===== config.mk =====
export PLATFORM = sky130hd
export DESIGN_NAME = sha256_msg_padder
export DESIGN_NICKNAME = d
export VERILOG_FILES = /design/src/rtl/sha256_msg_padder.sv
export SDC_FILE = /design/constraint.sdc
export NUM_CORES = 1
export LEC_CHECK = 0
export BUFFER_PORTS_ARGS = -buffer_cell sky130_fd_sc_hd__buf_4
export CORE_MARGIN = 2
export CORE_UTILIZATION = 25
export DETAILED_ROUTE_END_ITERATION = 8
export PLACE_DENSITY = 0.52
export SYNTH_ARGS = -nofsm -noshare
export SYNTH_HDL_FRONTEND = slang
export SYNTH_SLANG_ARGS = --single-unit

===== constraint.sdc =====
create_clock -name clk -period 11.2 [get_ports clk]
set_input_delay 2.24 -clock clk [delete_from_list [all_inputs] [get_ports clk]]
set_output_delay 2.24 -clock clk [all_outputs]
set_load 0.005 [all_outputs]

===== src/rtl/sha256_msg_padder.sv =====
// sha256_msg_padder
//   Copies NUM_OF_WORDS 32-bit message words from a source region of a shared
//   single-port, word-addressed memory into a destination region. It then
//   appends SHA-256 padding: a 0x80000000 marker word, zero fill, and a 64-bit
//   big-endian bit length. The padded region is always a whole number of
//   512-bit (16-word) blocks.
//
//   Optional build macro SHA_PAD_BSWAP_EN: when defined, each copied message
//   word is byte-reversed before it is written (little-endian source). The
//   marker, zero and length words are never swapped.
//
//   Memory timing: the memory is synchronous and read data arrives one cycle
//   after the address. Each message word therefore takes three cycles:
//   RD (present the source address), WAIT (capture the read data) and
//   WR (write the captured word). Each padding word then takes one write cycle.

module sha256_msg_padder #(
  parameter int unsigned NUM_OF_WORDS = 20
) (
  input  logic        clk,
  input  logic        reset_n,
  input  logic        start,
  input  logic [15:0] message_addr,
  input  logic [15:0] padded_addr,
  output logic        busy,
  output logic        done,
  output logic        mem_clk,
  output logic        mem_we,
  output logic [15:0] mem_addr,
  output logic [31:0] mem_write_data,
  input  logic [31:0] mem_read_data
);

  // Geometry of the padded message. The marker word plus the two length words
  // need three words of room. floor((N+2)/16)+1 is the smallest block count
  // with 16*B >= N+3.
  localparam int unsigned NUM_BLOCKS = (NUM_OF_WORDS + 2) / 16 + 1;
  localparam logic [27:0] NW_C       = 28'(NUM_OF_WORDS);
  localparam logic [27:0] PAD_LEN_C  = 28'(NUM_BLOCKS * 16);
  localparam logic [27:0] LAST_IDX_C = PAD_LEN_C - 28'd1;
  localparam logic [31:0] LEN_LO_C   = 32'(NUM_OF_WORDS * 32);
  localparam logic [31:0] MARKER_C   = 32'h8000_0000;

  typedef enum logic [2:0] {
    S_IDLE = 3'd0,
    S_RD   = 3'd1,
    S_WAIT = 3'd2,
    S_WR   = 3'd3,
    S_PAD  = 3'd4,
    S_FIN  = 3'd5
  } state_t;

  // Reverses the byte order of a 32-bit word.
  function automatic logic [31:0] byte_swap32(input logic [31:0] w);
    return {w[7:0], w[15:8], w[23:16], w[31:24]};
  endfunction

  // Returns the padding word for a given index of the padded message. The
  // index lies in the range NUM_OF_WORDS..P-1. The length high word at P-2 is
  // always zero, because the message length stays below 2^32 bits.
  function automatic logic [31:0] pad_word(input logic [27:0] idx);
    logic [31:0] w;
    if (idx == NW_C) begin
      w = MARKER_C;
    end else if (idx == LAST_IDX_C) begin
      w = LEN_LO_C;
    end else begin
      w = 32'h0000_0000;
    end
    return w;
  endfunction

  // Conditions a freshly read source word before it is stored for writing.
  function automatic logic [31:0] src_word(input logic [31:0] w);
`ifdef SHA_PAD_BSWAP_EN
    return byte_swap32(w);
`else
    return w;
`endif
  endfunction

  state_t      state_q, state_d;
  logic [27:0] idx_q, idx_d;
  logic [15:0] msg_base_q, msg_base_d;
  logic [15:0] pad_base_q, pad_base_d;
  logic [31:0] data_q, data_d;
  logic        busy_q, busy_d;
  logic        done_q, done_d;

  // The memory runs on the same clock as the padder.
  assign mem_clk = clk;

  assign busy = busy_q;
  assign done = done_q;

  // State register, word index, latched base addresses, captured word and
  // status flags. The async reset returns everything to idle at once and
  // leaves the destination region exactly as partly written.
  always_ff @(posedge clk or negedge reset_n) begin
    if (!reset_n) begin
      state_q    <= S_IDLE;
      idx_q      <= 28'd0;
      msg_base_q <= 16'h0000;
      pad_base_q <= 16'h0000;
      data_q     <= 32'h0000_0000;
      busy_q     <= 1'b0;
      done_q     <= 1'b0;
    end else begin
      state_q    <= state_d;
      idx_q      <= idx_d;
      msg_base_q <= msg_base_d;
      pad_base_q <= pad_base_d;
      data_q     <= data_d;
      busy_q     <= busy_d;
      done_q     <= done_d;
    end
  end

  // Next-state logic and memory port drive. All address arithmetic wraps
  // modulo 2^16, so regions that cross 0xFFFF wrap silently.
  always_comb begin
    state_d        = state_q;
    idx_d          = idx_q;
    msg_base_d     = msg_base_q;
    pad_base_d     = pad_base_q;
    data_d         = data_q;
    mem_we         = 1'b0;
    mem_addr       = 16'h0000;
    mem_write_data = 32'h0000_0000;

    case (state_q)
      S_IDLE: begin
        if (start) begin
          msg_base_d = message_addr;
          pad_base_d = padded_addr;
          idx_d      = 28'd0;
          state_d    = S_RD;
        end else begin
          state_d = S_IDLE;
        end
      end

      S_RD: begin
        mem_addr = msg_base_q + idx_q[15:0];
        state_d  = S_WAIT;
      end

      S_WAIT: begin
        data_d  = src_word(mem_read_data);
        state_d = S_WR;
      end

      S_WR: begin
        mem_we         = 1'b1;
        mem_addr       = pad_base_q + idx_q[15:0];
        mem_write_data = data_q;
        idx_d          = idx_q + 28'd1;
        if (idx_d == NW_C) begin
          state_d = S_PAD;
        end else begin
          state_d = S_RD;
        end
      end

      S_PAD: begin
        mem_we         = 1'b1;
        mem_addr       = pad_base_q + idx_q[15:0];
        mem_write_data = pad_word(idx_q);
        idx_d          = idx_q + 28'd1;
        if (idx_q == LAST_IDX_C) begin
          state_d = S_FIN;
        end else begin
          state_d = S_PAD;
        end
      end

      S_FIN: begin
        state_d = S_IDLE;
      end

      default: begin
        state_d = S_IDLE;
      end
    endcase
  end

  // Status flags are registered from the next state. As a result, busy covers
  // RD..PAD and done is a single pulse that coincides with FIN.
  always_comb begin
    busy_d = 1'b0;
    done_d = 1'b0;
    case (state_d)
      S_RD, S_WAIT, S_WR, S_PAD: busy_d = 1'b1;
      S_FIN:                     done_d = 1'b1;
      default: begin
        busy_d = 1'b0;
        done_d = 1'b0;
      end
    endcase
  end

endmodule


==> flow_summary.yaml, run 1 <==
global_route:
  grt_max_degree: 67
  busiest_layer: "met2"
  gr-usage-met1_pct: 17.0
  use_met3_pct: 5.13
  use_met2_pct: 18.6
  grt_pass1_wl_mm: 24.2
  grt_usage_pct: 12.5
  first_global_vias: 4731
  globalRouteOverflowTotal: 0
  grt_antenna_before_repair: 0
timing:
  setup_violations: 0
  slew_headroom_pct: 31.5
  worst_pin_slew_ns: 1.03
  final-max-slew-violation-count: 0
  finalHoldViolCount: 0
  grt_setup_unrepaired: "no"
  clock-skew-final_ns: 0.00873
  setup_tns_ns: 0
worst_setup_path:
  critPathLaunchType: "clock port"
  endpoint_kind: "output pin"
  required_ns: 8.96
  slowest_stage: "clkbuf_16"
  crit_family: "buffers and inverters"
  crit_type: "clock port to output pin"
  critical_path_arrival_ns: 5.97
  max_stage_delay_ns: 0.13
  crit_fanout: 2
  path_cells: "clkbuf_16 -> clkbuf_16 -> buf_4"
  cp_num_buf_inv: 3
  critPathMostFrequentCell: "clkbuf_16"
detailed_routing:
  vias: 4692
  first_iter_violations: 198
  wl_per_cell_um: 14.7
  first_pass_iters: 5
  drc: 0
  ant_nets: 0
  drt_wl_total_mm: 14.4
  routed_via_density: 4.78
floorplanning:
  die_area_mm2: 0.0240
  core_area_mm2: 0.0225
  fp.dieH_um: 155
  start_util_pct: 25.3
  num_rows: 55
  ios: 119
  die_w_um: 155
cells_and_area:
  fin_util_pct: 32.0
  antenna_cells: 0
  nets: 776
  drive_gt1_share_pct: 29.6
  fin_cells: 981
  layout_common_cells: "buf_4 (123), dfrtp_1 (97), nand2_1 (74)"
  area_growth_pct: 26.6
  fill_cells: 2340
  final_common_cell: "buf_4"
placement:
  hpwl_mm: 10.1
  place_inst: 962
  place_congestion: 0.792
  portBuffers: 118
yosys:
  synth_edf_count: 0
  async_flop_share_pct: 100
  yosysWarnings: 0
  yosysSeqAreaShare_pct: 42.7
  avgSynthCellArea_um2: 9.57
  ys_ff_latch: 97
  syn_nets: 679
  netlist_instances: 594
  synth.distinct_cells: 59
  synth_ff_type: "dfrtp_1"
  netlist_area_mm2: 0.00568
clock_network:
  insertion_delay_ns: 0.47
  path_clk_slew_ns: 0.07
  post_cts_resized: 0
  postCtsSetupBuffers: 0
  cts_hold_buf: 0
  cts_tree: "done"
power_and_ir_drop:
  power_switching_mw: 0.651
  powerDensity_mw_per_mm2: 244
  p_comb_share_pct: 46.4
  switching_share_pct: 37.1
  seqPwrFrac_pct: 32.4
  power.leakage_nw: 3.29
  intPower_mw: 1.10
  ir_drop_mv: 0.130
  clock_power_share_pct: 21.1
status:
  status: "finished, final reports clean"
worst_hold_path:
  hp-class: "flip-flop to flip-flop"
run:
  cap_violations: 0
==> layer usage <==
layer / share of wire [%] / vias to the layer above
met5: 0 / -
met4: 0.96 / 0
met3: 8.2 / 9
met2: 43 / 126
met1: 48 / 2264
li1: - / 2293
==> synthesized netlist by cell type (all sizes together) (13+ instances only) <==
library cell | count | area [um^2]
dfrtp | 97 | 2430
nand4 | 13 | 103
ha | 17 | 213
xnor2 | 13 | 114
and2 | 31 | 194
buf | 13 | 65.1
mux2 | 64 | 721
clkbuf | 27 | 101
nand2 | 74 | 278
nor2 | 48 | 180
a21oi | 15 | 75.1
o21ai | 49 | 245
==> metrics by stage <==
| stage | worst slack [ns] | cell area, um^2 | hold WS [ns] | total power [mW] |
|---|---|---|---|---|
| 6_report | 2.99 | 7200 | 0.489 | 1.76 |
| 5_1_grt | 2.98 | 7200 | 0.503 | 1.91 |
| 4_1_cts | 2.98 | 7200 | 0.494 | 1.79 |
| 3_5_place_dp | 3.25 | 6820 | 0.476 | 1.41 |
| 3_3_place_gp | 3.25 | 6820 | 0.469 | 1.41 |
| 2_1_floorplan | 3.25 | 5680 | 0.457 | 1.10 |
==> worst register-to-register path, cell delays in order, from the launching register on <==
cell and delay [ns]:
dfrtp_1 0.59, and3b_1 0.57, a21oi_4 0.25, buf_4 0.48
inv_2 0.47, nor2_2 0.92, o21ai_0 0.23, o21ai_1 0.11
==> power by group through the flow <==
stage	registers [mW]	logic (mW)	clock network (mW)
6_report	0.569	0.815	0.371
5_1_grt	0.591	0.922	0.397
2_1_floorplan	0.532	0.563	0.00579
3_3_place_gp	0.577	0.826	0.00579
3_5_place_dp	0.579	0.830	0.00579
4_1_cts	0.573	0.833	0.385
==> cells by family after synthesis <==
| logic type | share of synthesized area, % |
|---|---|
| multiplexers | 13.6 |
| AO/OA/AOI/OAI | 12.0 |
| adder cells (fa/ha/maj) | 4.10 |
| buffers and inverters | 3.72 |
| XOR/XNOR | 3.24 |
| flip-flops | 42.7 |
| AND/OR/NAND/NOR | 20.7 |
==> flip-flops by register name (all words and copies together) (netlist names) <==
signal      flops
msg_base_q     16
done            1
busy            1
idx_q          28
pad_base_q     16
state_q         3
data_q         32
==> layout make-up <==
class | instances | area [um^2] | area share [%]
Sequential cell | 97 | 2430 | 33.7
Timing Repair Buffer | 122 | 916 | 12.7
Tap cell | 285 | 357 | 4.96
Multi-Input combinational cell | 445 | 3070 | 42.7
Clock inverter | 7 | 71.3 | 0.991
Clock buffer | 13 | 308 | 4.28
Inverter | 12 | 45.0 | 0.626
==> path summary, 6_finish.rpt <==
check                         startpoint             to  slack (ns)  cells past startpoint
hold / removal             msg_base_q[9]  msg_base_q[9]        0.49                      1
max in group asynchronous        reset_n      idx_q[21]        8.26                      2
min in group asynchronous        reset_n     data_q[14]        1.70                      1
setup reg to reg              state_q[2]      idx_q[21]        7.49                      7
setup / recovery                     clk        mem_clk        2.99                      3
hold reg to reg            msg_base_q[9]  msg_base_q[9]        0.49                      1
(Power assumes the default switching activity.)
==> inputs of run 2 (changes only) <==
==> constraint.sdc (replaced) <==
create_clock -name clk -period 7.8 [get_ports clk]
set_input_delay 1.56 -clock clk [delete_from_list [all_inputs] [get_ports clk]]
set_output_delay 1.56 -clock clk [all_outputs]
set_load 0.005 [all_outputs]
==> flow_summary.yaml, run 2 (synthesized netlist as in run 1, its figures left out) <==
clock_network:
  cts_tree: "done"
  path_clk_slew_ns: 0.08
  post_cts_resized: 0
  cts_hold_buf: 0
  insertion_delay_ns: 0.47
  postCtsSetupBuffers: 0
cells_and_area:
  reg_top3: "data_q x32, idx_q x28"
  area_growth_pct: 26.7
  largest_register_ffs: 32
  layout_common_cells: "buf_4 (124), dfrtp_1 (97), nand2_1 (74)"
  drive_gt1_share_pct: 29.7
  largest-register: "data_q"
  nets: 777
  final_common_cell: "buf_4"
  fin_cells: 982
  antenna_cells: 0
floorplanning:
  fp.dieH_um: 155
  die_area_mm2: 0.0240
  die_w_um: 155
  start_util_pct: 25.3
  num_rows: 55
  core_area_mm2: 0.0225
  ios: 119
power_and_ir_drop:
  power_switching_mw: 0.949
  clock_power_share_pct: 21.2
  ir_drop_mv: 0.167
  seqPwrFrac_pct: 32.3
  switching_share_pct: 37.4
  p_comb_share_pct: 46.5
  powerDensity_mw_per_mm2: 352
  intPower_mw: 1.59
  total_power_mw: 2.54
  power.leakage_nw: 3.29
global_route:
  grt_pass1_wl_mm: 24.4
  grt_max_degree: 64
  grt_usage_pct: 12.8
  globalRouteOverflowTotal: 0
  first_global_vias: 4721
  grt_antenna_before_repair: 0
placement:
  hpwl_mm: 10.3
  post-place-ws_ns: 2.08
  place_congestion: 0.779
  portBuffers: 118
  place_inst: 963
timing:
  final.setup.worst_slack_ns: 1.63
  worst_pin_slew_ns: 1.06
  period_needed_ns: 6.17
  setup_tns_ns: 0
  slew_headroom_pct: 29.4
  fin_crit_sh_pct: 79.1
  clock-skew-final_ns: 0.0108
  grt_setup_unrepaired: "no"
  fin_hold_ws_ns: 0.493
  finalHoldViolCount: 0
  max_freq_mhz: 162
  final-max-slew-violation-count: 0
  setup_violations: 0
worst_setup_path:
  path_cells: "and3b_1 -> a21oi_4 -> buf_4 -> nand2_1 -> nand2_1 -> ha_1 -> inv_1 -> fa_1 -> nor2b_1 -> o31a_1 -> o211a_1 -> o21ai_1 -> a21oi_1 -> nor3_1 -> nor3_1 -> buf_4"
  endpoint_kind: "output pin"
  reg2reg_slack_ns: 4.61
  required_ns: 6.24
  slowest_stage: "dfrtp_1"
  reg2reg_from: "idx_q[0]"
  critPathLaunchType: "flip-flop"
  crit_fanout: 49
  crit_path_start: "state_q[2]"
  crit_type: "flip-flop to output pin"
  critical_path_arrival_ns: 4.61
  max_stage_delay_ns: 0.59
detailed_routing:
  drt_wl_total_mm: 14.7
  met2WireLength_mm: 6.24
  wl_per_cell_um: 15.0
  ant_nets: 0
  drt-met1-wl_mm: 6.99
  highest_layer: "met4"
  routed_via_density: 4.73
  first_pass_iters: 5
  drc: 0
  met3_length_mm: 1.31
  first_iter_violations: 213
  vias: 4643
worst_hold_path:
  worstHoldStart: "pad_base_q[15]"
  hp-class: "flip-flop to flip-flop"
status:
  status: "finished, final reports clean"
run:
  cap_violations: 0
run 2: cell count changes in the layout (fill, tap and decap cells not counted):
cell / previous run / this run
clkinvlp_4: 0 / 1
buf_4: 123 / 124
inv_6: 2 / 3
clkinv_4: 3 / 1
run 2: layout make-up:
| type | count | area [um^2] |
|---|---|---|
| Clock inverter | 7 | 70.1 |
| Multi-Input combinational cell | 445 | 3070 |
| Inverter | 12 | 45.0 |
| Tap cell | 285 | 357 |
| Sequential cell | 97 | 2430 |
| Timing Repair Buffer | 123 | 923 |
| Fill cell | 2350 | 15300 |
| Clock buffer | 13 | 308 |
run 2: critical path: cells and delay by family, from the launching register on:
kind	cells	cell delay (ns)
AOI/OAI and AO/OA	5	1.10
DFF	1	0.59
adders and majority gates	2	0.52
and+or+nand+nor	6	1.22
buffers and inverters	3	0.68
run 2: final timing paths:
check	endpoint	cells after the start
setup / recovery	mem_addr[12]	16
hold / removal	pad_base_q[15]	1
setup reg to reg	state_q[0]	8
hold reg to reg	pad_base_q[15]	1
max in group asynchronous	idx_q[21]	2
min in group asynchronous	data_q[19]	1
run 2: stage by stage:
| stage | utilization [%] | area (um^2) |
|---|---|---|
| global placement | 30.4 | 6830 |
| finish | 32.0 | 7200 |
| CTS | 32.0 | 7200 |
| floorplan | - | 5680 |
| global route | 32.0 | 7200 |
| detailed placement | 30.4 | 6830 |
run 2: power by group through the flow:
stage               clock network [mW]  logic [mW]  registers [mW]
detailed placement             0.00831        1.20           0.830
global placement               0.00831        1.19           0.828
CTS                              0.558        1.21           0.822
finish                           0.539        1.18           0.819
global route                     0.577        1.33           0.847
floorplan                      0.00831       0.808           0.764
run 2: per-layer routing:
metal	track usage, %	up-vias
met5	0	-
met3	5.77	18
met1	17.2	2191
met4	3.53	0
li1	-	2302
met2	18.5	132
